[src/rtl/core_pkg.sv]
// Shared core constants: default widths and ABI register indices.
package core_pkg;

  localparam int unsigned XLEN_DEF = 32;
  localparam int unsigned NREG_DEF = 32;
  localparam int unsigned AW_DEF   = 5;

  localparam int unsigned REG_ZERO = 0;

  // ABI register names
  localparam int unsigned RA = 1;
  localparam int unsigned SP = 2;
  localparam int unsigned GP = 3;
  localparam int unsigned TP = 4;
  localparam int unsigned T0 = 5;
  localparam int unsigned T1 = 6;
  localparam int unsigned T2 = 7;
  localparam int unsigned S0 = 8;
  localparam int unsigned S1 = 9;
  localparam int unsigned A0 = 10;
  localparam int unsigned A1 = 11;

endpackage

[src/rtl/reg_file_sb_if.sv]
// Decode / write-back / issue bus between the pipeline and the register file.
interface reg_file_sb_if import core_pkg::*; #(
  parameter int unsigned XLEN = XLEN_DEF,
  parameter int unsigned NREG = NREG_DEF,
  parameter int unsigned AW   = AW_DEF
);

  logic [AW-1:0]   rs1_addr;
  logic [AW-1:0]   rs2_addr;
  logic [XLEN-1:0] rs1_data;
  logic [XLEN-1:0] rs2_data;
  logic            rs1_busy;
  logic            rs2_busy;
  logic            wb_en;
  logic [AW-1:0]   wb_addr;
  logic [XLEN-1:0] wb_data;
  logic            issue_en;
  logic [AW-1:0]   issue_rd;
  logic            flush;
  logic [NREG-1:0] busy_vec;

  modport master (
    output rs1_addr, rs2_addr, wb_en, wb_addr, wb_data, issue_en, issue_rd, flush,
    input  rs1_data, rs2_data, rs1_busy, rs2_busy, busy_vec
  );

  modport slave (
    input  rs1_addr, rs2_addr, wb_en, wb_addr, wb_data, issue_en, issue_rd, flush,
    output rs1_data, rs2_data, rs1_busy, rs2_busy, busy_vec
  );

endinterface

[src/rtl/reg_file_sb_scoreboard.sv]
// Per-register busy bits: flush > issue set > write-back clear.
module reg_scoreboard import core_pkg::*; #(
  parameter int unsigned NREG   = NREG_DEF,
  parameter int unsigned AW     = AW_DEF,
  parameter bit          BYPASS = 1'b1
) (
  input  logic            clk,
  input  logic            rst,
  input  logic            issue_en,
  input  logic [AW-1:0]   issue_rd,
  input  logic            wb_en,
  input  logic [AW-1:0]   wb_addr,
  input  logic            flush,
  input  logic [AW-1:0]   rs1_addr,
  input  logic [AW-1:0]   rs2_addr,
  output logic [NREG-1:0] busy_vec,
  output logic            rs1_busy,
  output logic            rs2_busy
);

  logic [NREG-1:0] busy;
  logic            clr1;
  logic            clr2;

  // Busy state update; bit 0 is only ever reset, so it stays 0.
  always_ff @(posedge clk or posedge rst) begin
    if (rst) begin
      busy <= '0;
    end else begin
      for (int unsigned r = 1; r < NREG; r++) begin
        if (flush)                             busy[r] <= 1'b0;
        else if (issue_en && issue_rd == AW'(r)) busy[r] <= 1'b1;
        else if (wb_en && wb_addr == AW'(r))     busy[r] <= 1'b0;
      end
    end
  end

  // A forwarded write-back clears the looked-up bit unless a newer writer issues now.
  always_comb begin
    clr1 = BYPASS && wb_en && (wb_addr == rs1_addr) && !(issue_en && issue_rd == rs1_addr);
    clr2 = BYPASS && wb_en && (wb_addr == rs2_addr) && !(issue_en && issue_rd == rs2_addr);
  end

  assign rs1_busy = busy[rs1_addr] & ~clr1;
  assign rs2_busy = busy[rs2_addr] & ~clr2;
  assign busy_vec = busy;

endmodule

[src/rtl/reg_file_sb.sv]
// Integer register file with write-to-read bypass and busy scoreboard.
module reg_file_sb import core_pkg::*; #(
  parameter int unsigned XLEN   = XLEN_DEF,
  parameter int unsigned NREG   = NREG_DEF,
  parameter int unsigned AW     = AW_DEF,
  parameter bit          BYPASS = 1'b1
) (
  input  logic         clk,
  input  logic         rst,
  reg_file_sb_if.slave bus
);

  logic [XLEN-1:0] mem [NREG];
  logic [XLEN-1:0] rd1;
  logic [XLEN-1:0] rd2;

  // Storage write; x0 is never written so it stays at its reset value of 0.
  always_ff @(posedge clk or posedge rst) begin
    if (rst) begin
      for (int unsigned i = 0; i < NREG; i++) mem[i] <= '0;
    end else if (bus.wb_en && bus.wb_addr != AW'(REG_ZERO)) begin
      mem[bus.wb_addr] <= bus.wb_data;
    end
  end

  // Zero-latency read muxes with optional same-cycle forwarding.
  always_comb begin
    rd1 = mem[bus.rs1_addr];
    rd2 = mem[bus.rs2_addr];
    if (bus.rs1_addr == AW'(REG_ZERO))
      rd1 = '0;
    else if (BYPASS && bus.wb_en && bus.wb_addr == bus.rs1_addr)
      rd1 = bus.wb_data;
    if (bus.rs2_addr == AW'(REG_ZERO))
      rd2 = '0;
    else if (BYPASS && bus.wb_en && bus.wb_addr == bus.rs2_addr)
      rd2 = bus.wb_data;
  end

  assign bus.rs1_data = rd1;
  assign bus.rs2_data = rd2;

  reg_scoreboard #(.NREG(NREG), .AW(AW), .BYPASS(BYPASS)) u_sb (
    .clk      (clk),
    .rst      (rst),
    .issue_en (bus.issue_en),
    .issue_rd (bus.issue_rd),
    .wb_en    (bus.wb_en),
    .wb_addr  (bus.wb_addr),
    .flush    (bus.flush),
    .rs1_addr (bus.rs1_addr),
    .rs2_addr (bus.rs2_addr),
    .busy_vec (bus.busy_vec),
    .rs1_busy (bus.rs1_busy),
    .rs2_busy (bus.rs2_busy)
  );

endmodule

[src/flat_wrapper.sv]
// flat-port wrapper written by rule: the top's interface ports become plain ports
module reg_file_sb_flat import core_pkg::*;
#(
  parameter int unsigned XLEN   = XLEN_DEF,
  parameter int unsigned NREG   = NREG_DEF,
  parameter int unsigned AW     = AW_DEF,
  parameter bit          BYPASS = 1'b1
)
  (clk, rst, bus_rs1_addr, bus_rs2_addr, bus_wb_en, bus_wb_addr, bus_wb_data, bus_issue_en, bus_issue_rd, bus_flush, bus_rs1_data, bus_rs2_data, bus_rs1_busy, bus_rs2_busy, bus_busy_vec);
  reg_file_sb_if #(.XLEN(XLEN), .NREG(NREG), .AW(AW)) bus_i ();
  input  logic clk;
  input  logic rst;
  input wire logic [$bits(bus_i.rs1_addr)-1:0] bus_rs1_addr;
  input wire logic [$bits(bus_i.rs2_addr)-1:0] bus_rs2_addr;
  input wire logic [$bits(bus_i.wb_en)-1:0] bus_wb_en;
  input wire logic [$bits(bus_i.wb_addr)-1:0] bus_wb_addr;
  input wire logic [$bits(bus_i.wb_data)-1:0] bus_wb_data;
  input wire logic [$bits(bus_i.issue_en)-1:0] bus_issue_en;
  input wire logic [$bits(bus_i.issue_rd)-1:0] bus_issue_rd;
  input wire logic [$bits(bus_i.flush)-1:0] bus_flush;
  output wire logic [$bits(bus_i.rs1_data)-1:0] bus_rs1_data;
  output wire logic [$bits(bus_i.rs2_data)-1:0] bus_rs2_data;
  output wire logic [$bits(bus_i.rs1_busy)-1:0] bus_rs1_busy;
  output wire logic [$bits(bus_i.rs2_busy)-1:0] bus_rs2_busy;
  output wire logic [$bits(bus_i.busy_vec)-1:0] bus_busy_vec;
  assign bus_i.rs1_addr = bus_rs1_addr;
  assign bus_i.rs2_addr = bus_rs2_addr;
  assign bus_i.wb_en = bus_wb_en;
  assign bus_i.wb_addr = bus_wb_addr;
  assign bus_i.wb_data = bus_wb_data;
  assign bus_i.issue_en = bus_issue_en;
  assign bus_i.issue_rd = bus_issue_rd;
  assign bus_i.flush = bus_flush;
  assign bus_rs1_data = bus_i.rs1_data;
  assign bus_rs2_data = bus_i.rs2_data;
  assign bus_rs1_busy = bus_i.rs1_busy;
  assign bus_rs2_busy = bus_i.rs2_busy;
  assign bus_busy_vec = bus_i.busy_vec;
  reg_file_sb #(.XLEN(XLEN), .NREG(NREG), .AW(AW), .BYPASS(BYPASS)) u_core (.clk(clk), .rst(rst), .bus(bus_i));
endmodule
[config.mk]
export PLATFORM = sky130hd
export DESIGN_NAME = reg_file_sb_flat
export DESIGN_NICKNAME = d
export VERILOG_FILES = /design/src/rtl/core_pkg.sv /design/src/rtl/reg_file_sb_if.sv /design/src/rtl/reg_file_sb_scoreboard.sv /design/src/rtl/reg_file_sb.sv /design/src/flat_wrapper.sv
export SDC_FILE = /design/constraint.sdc
export NUM_CORES = 2
export LEC_CHECK = 0
export ABC_CLOCK_PERIOD_IN_PS = 41600
export CAP_MARGIN = 0
export CORE_AREA = 2 2 340 342
export CTS_BUF_LIST = sky130_fd_sc_hd__clkbuf_8
export DETAILED_ROUTE_END_ITERATION = 7
export DIE_AREA = 0 0 342 344
export GPL_TIMING_DRIVEN = 0
export MAX_ROUTING_LAYER = met4
export PLACE_DENSITY = 0.72
export SYNTH_ARGS = -nofsm -noshare
export SYNTH_HDL_FRONTEND = slang
export SYNTH_SLANG_ARGS = --single-unit
[constraint.sdc]
create_clock -name clk -period 41.6 [get_ports clk]
set_input_delay 12.48 -clock clk [delete_from_list [all_inputs] [get_ports clk]]
set_output_delay 12.48 -clock clk [all_outputs]
set_load 0.005 [all_outputs]
==> impl_results.md <==
- RSZ-0062 raised after global routing: no
- Critical path class: input port to output port
- Fill count: 9,207
- F_max: roughly 33 MHz
- CORE AREA: 114,000 sq um
- Normalized max-slew margin: -0.160
- Asr flop ratio synth: 1.00
- FF/Latch Area: about 26,000 sq um
- Critical Path, Cell by Cell: clkdlybuf4s50_1 > or3b_1 > buf_1 > clkbuf_1 > o21ai_0 > a2111oi_2 > nor2_1 > a21oi_1 > clkdlybuf4s50_1
- Clock sink count: about 1,100
- Post-synthesis sequential area ratio: 0.468
- Clock buffer depth: 3
- Slew of the pin with the lowest slew margin: 1.74 ns
- Max incr delay on CP: 1.33 ns
- Ys flop type: dfrtp_1
- Clock group share of total power: 0.323
- Vias in the first global route: 41,700
- Die area: roughly 120,000 sq um
- Yosys warnings: 1
- Combinational Power Share: 0.221
- Ranking of synthesized cells by area: dfrtp_1, mux4_2, mux2_2, mux2i_1, mux2_1
- Global route overflow: 0
- First-pass GRT wire length: 329,000 microns
- Switching Share: 0.299
- Post-synth top area cell: dfrtp_1
- GRT Util Overall: 0.422
- Yosys top cell area share: 0.468
- Final net count: between 4,000 and 5,000
- Crit path arrival time: 17.52 ns
- P_int: 0.00209 W
- Initial DRC Count: 7,408
- PortBufs: 141
- Routed WL: 242,000 microns
- Cell Area, Synth: 56,500 sq um
- Initial core utilization: 0.496
- Crit-path max FO: 12
- Setup bufs post-CTS: 0
- Ports: 155
- CP required: 29.12 ns
- Max IR drop VDD: 0.0000239 V
- Via/cell ratio: 7.33
- Failing checks: max-capacitance violations, max-slew violations
- Skew final: 0 ns
- Post-synthesis register bit count: roughly 1,100
- Final setup violation count: 0
- CTS Hold Bufs: 0
- Static leakage: 27.6 nW
- Fraction of layout cells with a size suffix above 1: 0.440
- Chip Width: 342 microns
- Routed Antenna Nets: 0
- DRC violations left: 0
- Routability cong.: 1.05
- Final Hold Vio Count: 0
- Switching power: 0.000893 W
- EDFF count, synth: 0
- Worst Hold Slack: around 0.48 ns
- H-tree levels: 4
- Site row count: 124
- Initial antenna violation count: 22
- DIE HEIGHT: about 340 microns
- Final TNS setup: 0 ns
- Max Cap Viol: 14
- Via count: approximately 43,000
- Unique masters post-synth: 55
- Clock Root Buffer: clkbuf_8
- Syn nets: between 3,000 and 4,000
- Outcome: complete, but fails checks
- Seq pwr share: 0.456
- Num CTS Buffers: ~180
- CTS tree: yes
- Multi-input gate area: 27,800 sq um
- Power per cell area: roughly 47 nW/um^2
- Synth-to-layout area growth: 13.5%
- Worst Setup End Kind: output port
- Avg Synthesized Cell Area: 14.7 sq um
- Final period util: 0.721
- Crit-path most repeated cell: clkdlybuf4s50_1
- Clock-pin slew on the worst setup and hold paths: 0.05 ns
- TritonRoute pass-1 iters: 8
- Critical Path Source Type: input port
- Largest net degree at the start of global routing: 43
- Slew Limit Fails: 154
- Critical-path top delay cell: clkbuf_1
- Clk_lat worst skew: 0.91 ns
- Hold Path Class: flip-flop to flip-flop
- Routed length per instance: 41.3 microns
- Final HPWL from detailed placement: 157,000 microns
- Resized cells post-CTS: 0
- Min Clock Period, post-route: 30.00 ns
- Post-synthesis cell count: 3,837
==> state kept, by name, indices dropped and copies added (netlist names) <==
register,flops
u_core.mem,1024
u_core.u_sb.busy_vec,31
==> final timing paths <==
kind                                                from                  endpoint  slack, ns  cells after the start
max in group asynchronous                            rst           u_core.mem[693]      27.44                      8
worst min-delay path                    u_core.mem[1019]          u_core.mem[1019]       0.48                      1
worst max register to register  u_core.u_sb.busy_vec[11]  u_core.u_sb.busy_vec[11]      40.66                      3
worst min register to register          u_core.mem[1019]          u_core.mem[1019]       0.48                      1
worst max-delay path                     bus_rs2_addr[2]          bus_rs2_data[25]      11.60                      9
min in group asynchronous                            rst           u_core.mem[260]      12.06                      2
==> layer usage <==
metal | vias to the layer above | part of all wire | GRT usage
li1 | 15600 | - | -
met5 | - | 0 | -
met4 | 0 | 0.086 | 0.295
met3 | 1223 | 0.16 | 0.216
met1 | 22200 | 0.34 | 0.493
met2 | 3939 | 0.41 | 0.561
==> worst max-delay path, delay by kind of cell <==
| family | cells | cell delay [ns] |
|---|---|---|
| simple gates | 2 | 0.35 |
| buf+inv | 4 | 3.36 |
| compound gates | 3 | 1.31 |
==> layout by cell type, fill, tap and decap left out, types with 126 or more instances in the layout <==
cell type        netlist  final
buf_2                158    161
clkbuf_1             237    228
clkbuf_8               0    220
clkdlybuf4s50_1        0    141
dfrtp_1             1055   1055
mux2_2               909    909
mux2i_1              126    126
mux4_2               471    471
nor2_1               131    131
o22ai_1              135    135
==> synth_stat cells, types with 14 or more instances <==
cell type and count:
nor2_1 131, nand2_1 68, mux2_1 103, mux2_2 909
buf_6 14, a221o_1 14, buf_4 14, a22oi_1 77
o22ai_1 135, clkbuf_1 237, buf_2 158, dfrtp_1 1055
o21ai_0 37, mux4_2 471, a21oi_1 44, mux2i_1 126
a32o_1 32, nor2b_1 20
==> power by group through the flow <==
stage               combinational, W  clock, W  sequential (W)
finish                      0.000659  0.000963         0.00136
global route                0.000682  0.000996         0.00138
CTS                         0.000641  0.000952         0.00135
detailed placement          0.000639         0         0.00137
global placement            0.000617         0         0.00136
floorplan                   0.000462         0         0.00132
==> per-stage QoR <==
| stage | setup WS (ns) | utilization | instances | power (W) | instance area, sq um |
|---|---|---|---|---|---|
| floorplan | 14.57 | - | 3837 | 0.00179 | 56500 |
| global placement | 7.96 | 0.525 | 5490 | 0.00198 | 59800 |
| detailed placement | 12.21 | 0.530 | 5521 | 0.00200 | 60400 |
| CTS | 12.15 | 0.561 | 5824 | 0.00294 | 63900 |
| global route | 11.69 | 0.563 | 5853 | 0.00306 | 64100 |
| finish | 11.60 | 0.563 | 5860 | 0.00298 | 64100 |
==> layout make-up <==
class / instances / share of cell area
tap: 1512 / 0.0295
timing repair buffer: 176 / 0.0324
sequential: 1055 / 0.412
inverter: 2 / 0.000176
multi-input combinational: 2330 / 0.434
antenna: 32 / 0.00125
clock inverter: 83 / 0.00801
clock buffer: 220 / 0.0473
buffer: 450 / 0.0352
==> kinds of logic after synthesis <==
family          share of synthesized area
compound gates                     0.0553
flops                               0.468
xor+xnor                          0.00310
mux                                 0.412
other cells                     0.0000664
simple gates                       0.0221
buf+inv                            0.0399
Note: power is estimated with default switching activity, not from simulation.
